**src/rtl/pipe_barrel_shifter.sv**
```systemverilog
// pipe_barrel_shifter
//
// Pipelined barrel shifter for the EX stage. Supports SLL, SRL, SRA, ROL and
// ROR. The shift is decomposed into SHAMT_W binary levels (level k shifts by
// 2^k), and those levels are spread across PIPE_STAGES register stages. Each
// stage carries its valid bit, the partially shifted data, the shift amount,
// the op code and the tag. The result appears PIPE_STAGES cycles after
// acceptance when the pipeline is not stalled.
//
// Ports:
//   clk        clock, all state on rising edge
//   rst_n      asynchronous active-low reset
//   flush      synchronous squash of every in-flight operation
//   in_valid   input operation valid
//   in_ready   block accepts an operation this cycle
//   in_data    operand
//   in_shamt   shift amount, 0..DATA_W-1
//   in_op      op code: 1x0/1x1 rotate (bit1 = right), 011 SRA, 010 SRL, 00x SLL
//   in_tag     sideband carried unmodified
//   out_valid  result valid
//   out_ready  downstream accepts the result
//   out_data   shift result
//   out_tag    sideband belonging to the result
module pipe_barrel_shifter #(
   parameter int DATA_W      = 32,
   parameter int SHAMT_W     = $clog2(DATA_W),
   parameter int PIPE_STAGES = 2,
   parameter int TAG_W       = 5
) (
   input  logic               clk,
   input  logic               rst_n,
   input  logic               flush,
   input  logic               in_valid,
   output logic               in_ready,
   input  logic [DATA_W-1:0]  in_data,
   input  logic [SHAMT_W-1:0] in_shamt,
   input  logic [2:0]         in_op,
   input  logic [TAG_W-1:0]   in_tag,
   output logic               out_valid,
   input  logic               out_ready,
   output logic [DATA_W-1:0]  out_data,
   output logic [TAG_W-1:0]   out_tag
);

   localparam int LAST = PIPE_STAGES - 1;

   logic [PIPE_STAGES-1:0] stage_valid;
   logic [PIPE_STAGES-1:0] stage_move;
   logic [PIPE_STAGES-1:0] stage_free;
   logic [PIPE_STAGES-1:0] load_valid;

   logic [DATA_W-1:0]  stage_data  [PIPE_STAGES];
   logic [SHAMT_W-1:0] stage_shamt [PIPE_STAGES];
   logic [2:0]         stage_op    [PIPE_STAGES];
   logic [TAG_W-1:0]   stage_tag   [PIPE_STAGES];

   logic [DATA_W-1:0]  next_data  [PIPE_STAGES];
   logic [SHAMT_W-1:0] next_shamt [PIPE_STAGES];
   logic [2:0]         next_op    [PIPE_STAGES];
   logic [TAG_W-1:0]   next_tag   [PIPE_STAGES];

   // One binary level of the shifter. n is always a power of two below
   // DATA_W, so the wrap-around term of the rotates never shifts by DATA_W.
   function automatic logic [DATA_W-1:0] shift_level(
      input logic [DATA_W-1:0] d,
      input logic [2:0]        op,
      input int                n
   );
      logic [DATA_W-1:0]        r;
      logic signed [DATA_W-1:0] ds;
      ds = $signed(d) >>> n;
      if (op[2]) begin
         if (op[1]) r = (d >> n) | (d << (DATA_W - n));
         else       r = (d << n) | (d >> (DATA_W - n));
      end else if (op[1] && op[0]) begin
         r = ds;
      end else if (op[1]) begin
         r = d >> n;
      end else begin
         r = d << n;
      end
      return r;
   endfunction

   // Applies every level that is mapped onto stage s. Level k lives in stage
   // floor(k*PIPE_STAGES/SHAMT_W), which spreads levels as evenly as possible.
   function automatic logic [DATA_W-1:0] stage_shift(
      input int                 s,
      input logic [DATA_W-1:0]  d,
      input logic [SHAMT_W-1:0] shamt,
      input logic [2:0]         op
   );
      logic [DATA_W-1:0] r;
      r = d;
      for (int k = 0; k < SHAMT_W; k++) begin
         if (((k * PIPE_STAGES) / SHAMT_W) == s && shamt[k]) begin
            r = shift_level(r, op, 1 << k);
         end
      end
      return r;
   endfunction

   // Backpressure chain, evaluated from the output stage backwards. A stage
   // moves its contents on when it holds something and the stage after it
   // will be free at the edge; a stage is free when empty or moving on.
   always_comb begin : handshake
      logic downstream_free;
      stage_move      = '0;
      stage_free      = '0;
      downstream_free = out_ready;
      for (int s = PIPE_STAGES - 1; s >= 0; s--) begin
         stage_move[s]   = stage_valid[s] & downstream_free;
         stage_free[s]   = ~stage_valid[s] | stage_move[s];
         downstream_free = stage_free[s];
      end
   end

   assign in_ready = ~flush & stage_free[0];

   // Inputs to each stage register: stage 0 takes the port, later stages take
   // the register in front of them, and each applies its own shift levels.
   always_comb begin
      load_valid    = '0;
      load_valid[0] = in_valid & in_ready;
      next_data[0]  = stage_shift(0, in_data, in_shamt, in_op);
      next_shamt[0] = in_shamt;
      next_op[0]    = in_op;
      next_tag[0]   = in_tag;
      for (int s = 1; s < PIPE_STAGES; s++) begin
         load_valid[s] = stage_move[s-1];
         next_data[s]  = stage_shift(s, stage_data[s-1], stage_shamt[s-1], stage_op[s-1]);
         next_shamt[s] = stage_shamt[s-1];
         next_op[s]    = stage_op[s-1];
         next_tag[s]   = stage_tag[s-1];
      end
   end

   // Stage registers. Valids clear on flush; payload is only captured when a
   // new operation actually enters, so a stalled output stage stays stable.
   // Everything is reset so out_data/out_tag read zero straight after reset.
   always_ff @(posedge clk or negedge rst_n) begin
      if (!rst_n) begin
         stage_valid <= '0;
         for (int s = 0; s < PIPE_STAGES; s++) begin
            stage_data[s]  <= '0;
            stage_shamt[s] <= '0;
            stage_op[s]    <= '0;
            stage_tag[s]   <= '0;
         end
      end else begin
         for (int s = 0; s < PIPE_STAGES; s++) begin
            if (flush) begin
               stage_valid[s] <= 1'b0;
            end else if (stage_free[s]) begin
               stage_valid[s] <= load_valid[s];
            end
            if (stage_free[s] && load_valid[s]) begin
               stage_data[s]  <= next_data[s];
               stage_shamt[s] <= next_shamt[s];
               stage_op[s]    <= next_op[s];
               stage_tag[s]   <= next_tag[s];
            end
         end
      end
   end

   assign out_valid = stage_valid[LAST];
   assign out_data  = stage_data[LAST];
   assign out_tag   = stage_tag[LAST];

endmodule

```
**config.mk**
```make
export PLATFORM = sky130hd
export DESIGN_NAME = pipe_barrel_shifter
export DESIGN_NICKNAME = d
export VERILOG_FILES = /design/src/rtl/pipe_barrel_shifter.sv
export SDC_FILE = /design/constraint.sdc
export NUM_CORES = 1
export LEC_CHECK = 0
export ABC_AREA = 1
export CAP_MARGIN = 25
export CORE_MARGIN = 2
export CORE_UTILIZATION = 52
export CTS_BUF_LIST = sky130_fd_sc_hd__clkbuf_4
export CTS_CLUSTER_SIZE = 20
export DETAILED_ROUTE_END_ITERATION = 7
export GPL_TIMING_DRIVEN = 0
export PLACE_DENSITY = 0.89
export SLEW_MARGIN = 40
export SYNTH_ARGS = -nofsm -noshare
export SYNTH_HDL_FRONTEND = slang
export SYNTH_SLANG_ARGS = --single-unit
```
**constraint.sdc**
```tcl
create_clock -name clk -period 1.4 [get_ports clk]
set_input_delay 0.14 -clock clk [delete_from_list [all_inputs] [get_ports clk]]
set_output_delay 0.14 -clock clk [all_outputs]
set_load 0.02 [all_outputs]
```
==> results.json <==
{
  "final_area_sq_mm": 0.009535,
  "nets": 1314,
  "clock_path_buffers": 2,
  "hold_class": "in -> reg",
  "rows": 41,
  "period_minus_slack_ns": 1.639,
  "ys_seq_area_share_pct": 29.92,
  "numCtsBuffers": 9,
  "power_mw": 10.09,
  "gp_congestion": 1.021,
  "synth_nets": 1144,
  "fin_tns_setup_ns": -9.333,
  "status": "complete, but fails checks",
  "dr.pass1.iters": 6,
  "drcViolationCount": 0,
  "area_growth_pct": 40.74,
  "clk_pin_slew_ns": 0.14,
  "setup_violations": 75,
  "gr-total-overflow": 0,
  "max_slew_margin_pct": 55.21,
  "antenna_found_initial": 0,
  "n_fill_cell": 965,
  "maxSlewViolCount": 0,
  "drive_above_1_share_pct": 31.84,
  "cts.sinks": 81,
  "clock_latency_ns": 0.50,
  "pin_count": 89,
  "die_x_um": 118.1,
  "drv_cap": 0,
  "leakagePower_nw": 4.721,
  "io_buffer_count": 85,
  "skew_ns": 0.02003,
  "vias": 9032,
  "power_density_mw_per_mm2": 1058,
  "synthCells": 1094,
  "die_h_um": 118.1,
  "drt-wirelength-per-cell_um": 20.95,
  "crit_type": "reg -> reg",
  "grt_max_degree": 49,
  "final_cell_mix": "nand2_1 (331), nand3_1 (188), buf_4 (85)",
  "hold_viol": 0,
  "violations": "negative setup slack",
  "grt_usage_pct": 40.81,
  "first_global_vias": 8294,
  "antenna_left": 0,
  "post_synth.cell_area_avg_sq_um": 6.193,
  "final_common_cell": "nand2_1",
  "syn_area_sq_mm": 0.006775,
  "root_buffer": "clkbuf_4",
  "ys_warn_count": 0,
  "required_ns": 1.78,
  "grt_pass1_wl_um": 44610,
  "synth_cell_types": 29,
  "cp_max_fo": 7,
  "fin_ws_ns": -0.2394,
  "vdd_drop_max_uv": 1326,
  "critPathCaptureType": "flip-flop",
  "finalCritPeriodShare_pct": 117.1,
  "max_freq_mhz": 610.0,
  "p_int_mw": 5.667,
  "clkPwrFrac_pct": 14.6,
  "hpwl_um": 20340,
  "fp.dieArea_sq_mm": 0.01396,
  "tightestPinTransition_ns": 0.6718,
  "start_kind": "flip-flop",
  "r2r_slack_ns": -0.24,
  "seqPwrFrac_pct": 32.0,
  "via_per_inst": 6.264,
  "routed_wl_um": 30210,
  "synth-seq-cells": 81,
  "start_util_pct": 53.47,
  "power.switching_mw": 4.423,
  "htree_levels": 3,
  "comb_power_share_pct": 53.4,
  "placed_area_sq_mm": 0.007890,
  "core_sq_mm": 0.01267,
  "tritoncts": "done",
  "worst_ep_arrival_time_ns": 2.02,
  "grt_setup_unrepaired": "true",
  "drt_iter0_drc": 1435,
  "power.share.switching_pct": 43.84
}
==> registers in the layout (all words and copies together) (netlist names) <==
name,cells
out_data,32
stage_data,32
next_op,3
stage_valid,2
next_tag,5
out_tag,5
next_shamt,2
==> routing by layer <==
| metal | wire [um] | vias to the layer above | track usage [%] | share of wire [%] |
|---|---|---|---|---|
| met5 | 0 | - | 0 | 0 |
| met4 | 1610 | 0 | 16.57 | 5.3 |
| met3 | 4241 | 179 | 12.26 | 14 |
| met2 | 12990 | 767 | 61.34 | 43 |
| met1 | 11360 | 4152 | 54.76 | 38 |
| li1 | - | 3934 | - | - |
==> worst paths after layout <==
| path | start | to | depth (start not counted) |
|---|---|---|---|
| worst max register to register | next_op[1] | out_data[25] | 9 |
| worst min register to register | out_data[23] | out_data[23] | 2 |
| worst max-delay path | next_op[1] | out_data[25] | 9 |
| max in group asynchronous | rst_n | stage_valid[1] | 3 |
| min in group asynchronous | rst_n | out_data[2] | 2 |
| worst min-delay path | in_shamt[2] | stage_data[40] | 4 |
==> synthesized netlist by cell type <==
| cell | count | area [sq um] |
|---|---|---|
| nand3_1 | 193 | 965.9 |
| o21ai_0 | 63 | 315.3 |
| clkbuf_1 | 26 | 97.59 |
| nor2_1 | 28 | 105.1 |
| o211ai_1 | 17 | 127.6 |
| o22ai_1 | 4 | 25.02 |
| nor2_2 | 3 | 18.77 |
| a32oi_1 | 4 | 35.03 |
| buf_4 | 36 | 270.3 |
| clkinv_1 | 2 | 7.510 |
| a21oi_1 | 51 | 255.2 |
| buf_2 | 30 | 150.1 |
| a31oi_1 | 21 | 131.4 |
| dfrtp_1 | 81 | 2027 |
| buf_1 | 8 | 30.03 |
| inv_2 | 3 | 11.26 |
| nand3_2 | 1 | 10.01 |
| inv_1 | 70 | 262.8 |
| a21boi_1 | 18 | 135.1 |
| or2_2 | 30 | 187.7 |
| o21a_1 | 4 | 30.03 |
| nor2_4 | 1 | 11.26 |
| or2_1 | 3 | 18.77 |
| a22o_1 | 1 | 8.760 |
| o221ai_1 | 4 | 35.03 |
| buf_6 | 3 | 33.78 |
| a41oi_1 | 1 | 8.760 |
| nand2_1 | 385 | 1445 |
| clkbuf_2 | 3 | 15.01 |
==> power groups by stage <==
| stage | clock network (mW) | logic [mW] | registers [mW] |
|---|---|---|---|
| floorplan | 0 | 2.64 | 3.11 |
| global route | 1.57 | 5.69 | 3.26 |
| global placement | 0 | 4.06 | 3.18 |
| detailed placement | 0 | 4.13 | 3.21 |
| finish | 1.47 | 5.39 | 3.23 |
| CTS | 1.45 | 4.73 | 3.17 |
==> what timing repair did <==
| item | in CTS | in global routing |
|---|---|---|
| hold buffers | 1 | 0 |
| pin swaps | 41 | 36 |
| endpoints found under the setup margin | 116 | 100 |
| endpoints found under the hold margin | 81 | 0 |
| gates resized for setup | 342 | 144 |
| gates cloned | 8 | 1 |
| buffers inserted | 45 | 22 |
==> per-stage QoR <==
step | utilization [%] | worst slack, ns | hold slack [ns] | instances
after floorplan | - | 0.008581 | -0.1556 | 1094
after global placement | 62.04 | -2.817 | 0.4635 | 1351
after detailed placement | 62.27 | -0.8006 | 0.04469 | 1352
after CTS | 71.99 | -0.1548 | 0.02792 | 1420
after global routing | 75.23 | -0.2803 | 0.05643 | 1441
final | 75.25 | -0.2394 | 0.05879 | 1442
==> worst max-delay path, cell delays in order (launching register included) <==
cell,delay (ns)
dfrtp_1,0.45
inv_4,0.10
nor2_4,0.16
buf_6,0.12
clkinvlp_4,0.19
buf_6,0.19
nand2_4,0.06
a21oi_2,0.05
o21ai_1,0.14
nand2_1,0.08
==> logic make-up (layout without fill, tap and decap cells) <==
family                 after synthesis  in the layout  share of synthesized area (%)
AND/OR/NAND/NOR                    644            644                          40.78
AO/OA/AOI/OAI                      188            188                          16.34
buffers and inverters              181            356                          12.96
flip-flops                          81             81                          29.92
other                                0              1                              0
==> area by class of cell <==
cell class / instances / area [sq um] / share of cell area (%)
multi-input combinational: 832 / 4536 / 47.57
clock buffer: 11 / 82.58 / 0.8660
clock inverter: 5 / 56.30 / 0.5905
sequential: 81 / 2029 / 21.28
timing repair buffer: 161 / 1490 / 15.63
tap: 172 / 215.2 / 2.257
antenna: 1 / 2.502 / 0.02624
buffer: 104 / 812.0 / 8.516
inverter: 75 / 311.5 / 3.267
(Power assumes the default switching activity.)
==> patch 1, RTL diff (same flow settings) <==
The parameter `PIPE_STAGES` goes from 2 to 4. Comments in the files are not updated.
--- a/src/rtl/pipe_barrel_shifter.sv
+++ b/src/rtl/pipe_barrel_shifter.sv
@@ -25,5 +25,5 @@
    parameter int DATA_W      = 32,
    parameter int SHAMT_W     = $clog2(DATA_W),
-   parameter int PIPE_STAGES = 2,
+   parameter int PIPE_STAGES = 4,
    parameter int TAG_W       = 5
 ) (
Check against the original RTL: not equivalent (Yosys sat finds a counterexample within 4 cycles, from zero or initial values and one cycle with rst_n low).
==> patch 1 against the original RTL <==
  * The flow still finishes with violations (negative setup slack)
  * Sequential cell count grew 86
  * Combinational power grew 9.5%
  * Setup slack lost 7.4 ps
  * Non-clock buffer count grew 3
  * Wire length grew 8.4%
  * Count of clock-buffer cells in the layout grew 6
  * Synthesized area grew 43%
  * Total power grew 53%
  * Final cell count grew 19%
  * Cell area grew 28%
  * Core utilization shrank 7.9 points
  * Critical path type is now register to primary output
  * Largest cell class unchanged
  * Largest power group is now registers
==> patch 1: results (changes against the original RTL) <==
** Finish
- The fraction of area in multi-input gates came to 37.59% (-10 points).
- Non-clock inverter instance count of the final layout :: 112 (+49%)
- The final design utilization is 67.32% (-7.9 points).
- Number of clock buffer instances in the layout :: 17 (+6)
- Fin nets :: 1,525 (+16%)
- Storage element area :: 4179 sq um (+110%)
- The total of fill cells in the finished design is 1,479 (+53%).
- Final cell count without fillers :: 1,716 (+19%)
- Layout multi-input combinational cell count :: 909 (+9.3%)
- Non-clock buffer instance count of the final layout :: 268 (+1.1%)

** Timing
- The minimum hold slack was 50.08 ps (-8.710 ps).
- The final worst setup slack is -246.8 ps (-7.380 ps).
- Final setup violation count :: 108 (+44%)
- Slew margin rel. :: 61.54% (+6.3 points)

** Global routing
- Global-route usage over all layers :: 32.52% (-8.3 points)
- Initial antenna violation count :: 1 (+1)
- The maximum number of pins on one net before global-route repair is 74 (+51%).
- Number of global-route vias before repair :: 9,662 (+16%)
- Met2 Usage GRT :: 58.33% (-3.0 points)
- GR met1 Demand/Resource :: 36.56% (-18 points)

** Placed design
- The last weighted congestion value of the routability-driven placer came to 0.9648 (-5.5%).
- The number of instances in the placed design was 1,629 (+20%).
- HPWL after detailed placement :: 23,090 microns (+14%)
- The post-place instance area came to 10,860 sq um (+38%).

** Route
- The total detailed-routing wirelength came to 32,750 microns (+8.4%).
- Met2 wire length :: 16,620 microns (+28%)
- DR iter-0 viols :: 884 (-38%)
- The number of detailed-routing iterations run before antenna repair is 5 (-1).

** Synth
- Avg Synthesized Cell Area :: 7.359 sq um (+19%)
- The number of library cell types mapped by synthesis is 30 (+3.4%).
- Net count of the mapped netlist :: 1,363 (+19%)
- By area the synthesized netlist is led by sky130_fd_sc_hd__dfrtp_1, sky130_fd_sc_hd__nand2_1, sky130_fd_sc_hd__o21ai_0.

** Outcome
- The flow ran to the end, but the final reports show violations.
- The final reports fail on negative setup slack.

** Setup path
- Worst reg2reg endpoint :: stage_data[114]
- Reg2Reg Launch Point :: stage_valid[3]
- Depth of the worst register-to-register path :: 11 (+2)
- Signal arrival time at the worst endpoint :: 1510 ps (-510 ps)

** Clock network
- The setup fix buffers added after clock tree synthesis is 40 (-11%).
- Number of sinks handled by clock tree synthesis :: 167 (+110%)

** Power
- Leakage power summed over all cells :: 5.812 nW (+23%)
- The maximum resistive drop on vdd was 551.7 uV (-58%).

** Worst hold path
- The tightest min-delay check is of the primary input to async pin type.
[patch 1: cell count changes after synthesis, sizes merged, moves of 21 or more]
| cell | delta |
|---|---|
| nand2 | -62 |
| o21ai | +116 |
| a31oi | -21 |
| nand3 | -101 |
| dfrtp | +86 |
| a21oi | +75 |
| inv | +39 |
| nor2 | +45 |
[patch 1: how the worst max path moves through the flow]
| stage | start | end | slack, ps | cells after the start |
|---|---|---|---|---|
| detailed placement | out_ready | stage_data[32] | -470 | 10 |
| CTS | stage_valid[3] | in_ready | -240 | 6 |
| floorplan | stage_valid[3] | stage_data[122] | 20 | 9 |
| global route | stage_valid[3] | in_ready | -320 | 6 |
| finish | stage_valid[3] | in_ready | -250 | 6 |
| global placement | rst_n | stage_data[109] | -6280 | 1 |
[patch 1: cells by family after synthesis]
group	Yosys count
compound gates	383
flops	167
simple gates	526
buf+inv	237
[patch 1: where the power goes]
group | switching [mW] | internal [mW]
Clock | 1.77 | 1.07
Combinational | 3.37 | 2.53
Sequential | 0.853 | 5.89
Total | 6.00 | 9.49
==> patch 2, RTL diff (config.mk and constraints unchanged) <==
Made on the original files. Reset style: synchronous (`rst_n`), changed in one clocked block. Comments in the files are not updated.
--- a/src/rtl/pipe_barrel_shifter.sv
+++ b/src/rtl/pipe_barrel_shifter.sv
@@ -139,5 +139,5 @@
    // new operation actually enters, so a stalled output stage stays stable.
    // Everything is reset so out_data/out_tag read zero straight after reset.
-   always_ff @(posedge clk or negedge rst_n) begin
+   always_ff @(posedge clk) begin
       if (!rst_n) begin
          stage_valid <= '0;
Formal check against the unedited RTL: not equivalent (a bounded check fails within 4 cycles, from zero or initial values and one cycle with rst_n low; the reset may be asserted at any time).
==> patch 2 against the original RTL <==
  * The run still ends with negative setup slack left
  * Worst hold slack gained 280 ps
  * Count of clock-buffer cells in the layout shrank 2
  * Global-route usage shrank 7.5 points
  * Setup slack lost 32 ps
  * Synthesized area grew 2.6%
  * Non-clock buffer count shrank 57
  * Sequential cell count is the same
  * Die area grew 2.5%
  * Cell area shrank 3.9%
  * Wire length shrank 17%
  * Critical path type unchanged
  * Largest cell class unchanged
  * Highest routed layer unchanged
Power is not compared: it rests on default switching activity, and its combinational part moved more than twofold at a synthesized area within 25%.
==> patch 2: results (changes against the original RTL) <==
** Outcome
- The final reports fail on negative setup slack.
- Status :: complete, but fails checks

** Global routing
- The number of global-route vias before repair is 7,185 (-13%).
- The maximum number of pins on one net before global-route repair is 43 (-12%).
- The initial antenna violation count came to 1 (+1).

** Setup path
- The slowest stage of the critical path is the sky130_fd_sc_hd__dfxtp_4 cell.
- Reg2Reg Launch Point :: stage_valid[1]
- Signal arrival time at the worst endpoint :: 1870 ps (-150 ps)
- The delay of the slowest cell on the worst path came to 380 ps (-70 ps).
- Depth of the worst register-to-register path :: 10 (+1)

** Synth
- By count the netlist is led by sky130_fd_sc_hd__nand2_1, sky130_fd_sc_hd__nand3_1, sky130_fd_sc_hd__inv_1, sky130_fd_sc_hd__edfxtp_1, sky130_fd_sc_hd__a21oi_1.
- The number of library cell types mapped by synthesis is 36 (+24%).
- Avg Synthesized Cell Area :: 6.977 sq um (+13%)

** Timing
- The total setup violations reported at the end of the flow was 122 (+63%).
- Hold Worst Slack :: 336.5 ps (+277.7 ps)
- The summed negative setup slack over all endpoints came to -18,420 ps (-9091 ps).
- Final setup slack of the worst path :: -271.7 ps (-32.29 ps)

** Finish
- The combined area of the multi-input logic cells was 4121 sq um (-9.1%).
- The sequential share of cell area came to 26.37% (+5.1 points).
- The clock-cell share of area was 1.883% (+0.43 points).

** Route
- Via count of the routed design :: 7,703 (-15%)
- Routed WL per cell :: 19.18 microns (-8.4%)

** Clock network
- The total of cells resized after clock tree synthesis is 248 (-27%).
- The latest clock arrival within the worst-skew pair is 440 ps (-60 ps).

** Worst hold path
- Worst Hold Launch :: in_tag[3]
==> patch 2: changes by cell type after synthesis, moves of 12 or more <==
cell                       unedited run  this run
sky130_fd_sc_hd__edfxtp_1             0        79
sky130_fd_sc_hd__clkbuf_1            26        14
sky130_fd_sc_hd__a31oi_1             21         0
sky130_fd_sc_hd__inv_1               70        87
sky130_fd_sc_hd__dfrtp_1             81         0
sky130_fd_sc_hd__buf_4               36        48
sky130_fd_sc_hd__nand2_1            385       269
sky130_fd_sc_hd__o22ai_1              4        16
sky130_fd_sc_hd__a21boi_1            18         0
==> patch 2: metal layers <==
metal,global-route usage (%),share of wire (%),wire (microns)
met5,0,0,0
met4,20.51,7.4,1835
met2,56.61,48,11860
met1,40.17,38,9421
met3,4.373,7.3,1810
==> patch 2: cell families (layout without fill, tap and decap cells) <==
family          after synthesis  after routing  share of synthesized area [%]
compound gates              159            159                          13.41
buf+inv                     191            317                          14.08
flops                        81             81                          34.71
other cells                   0              1                              0
simple gates                565            566                          37.79
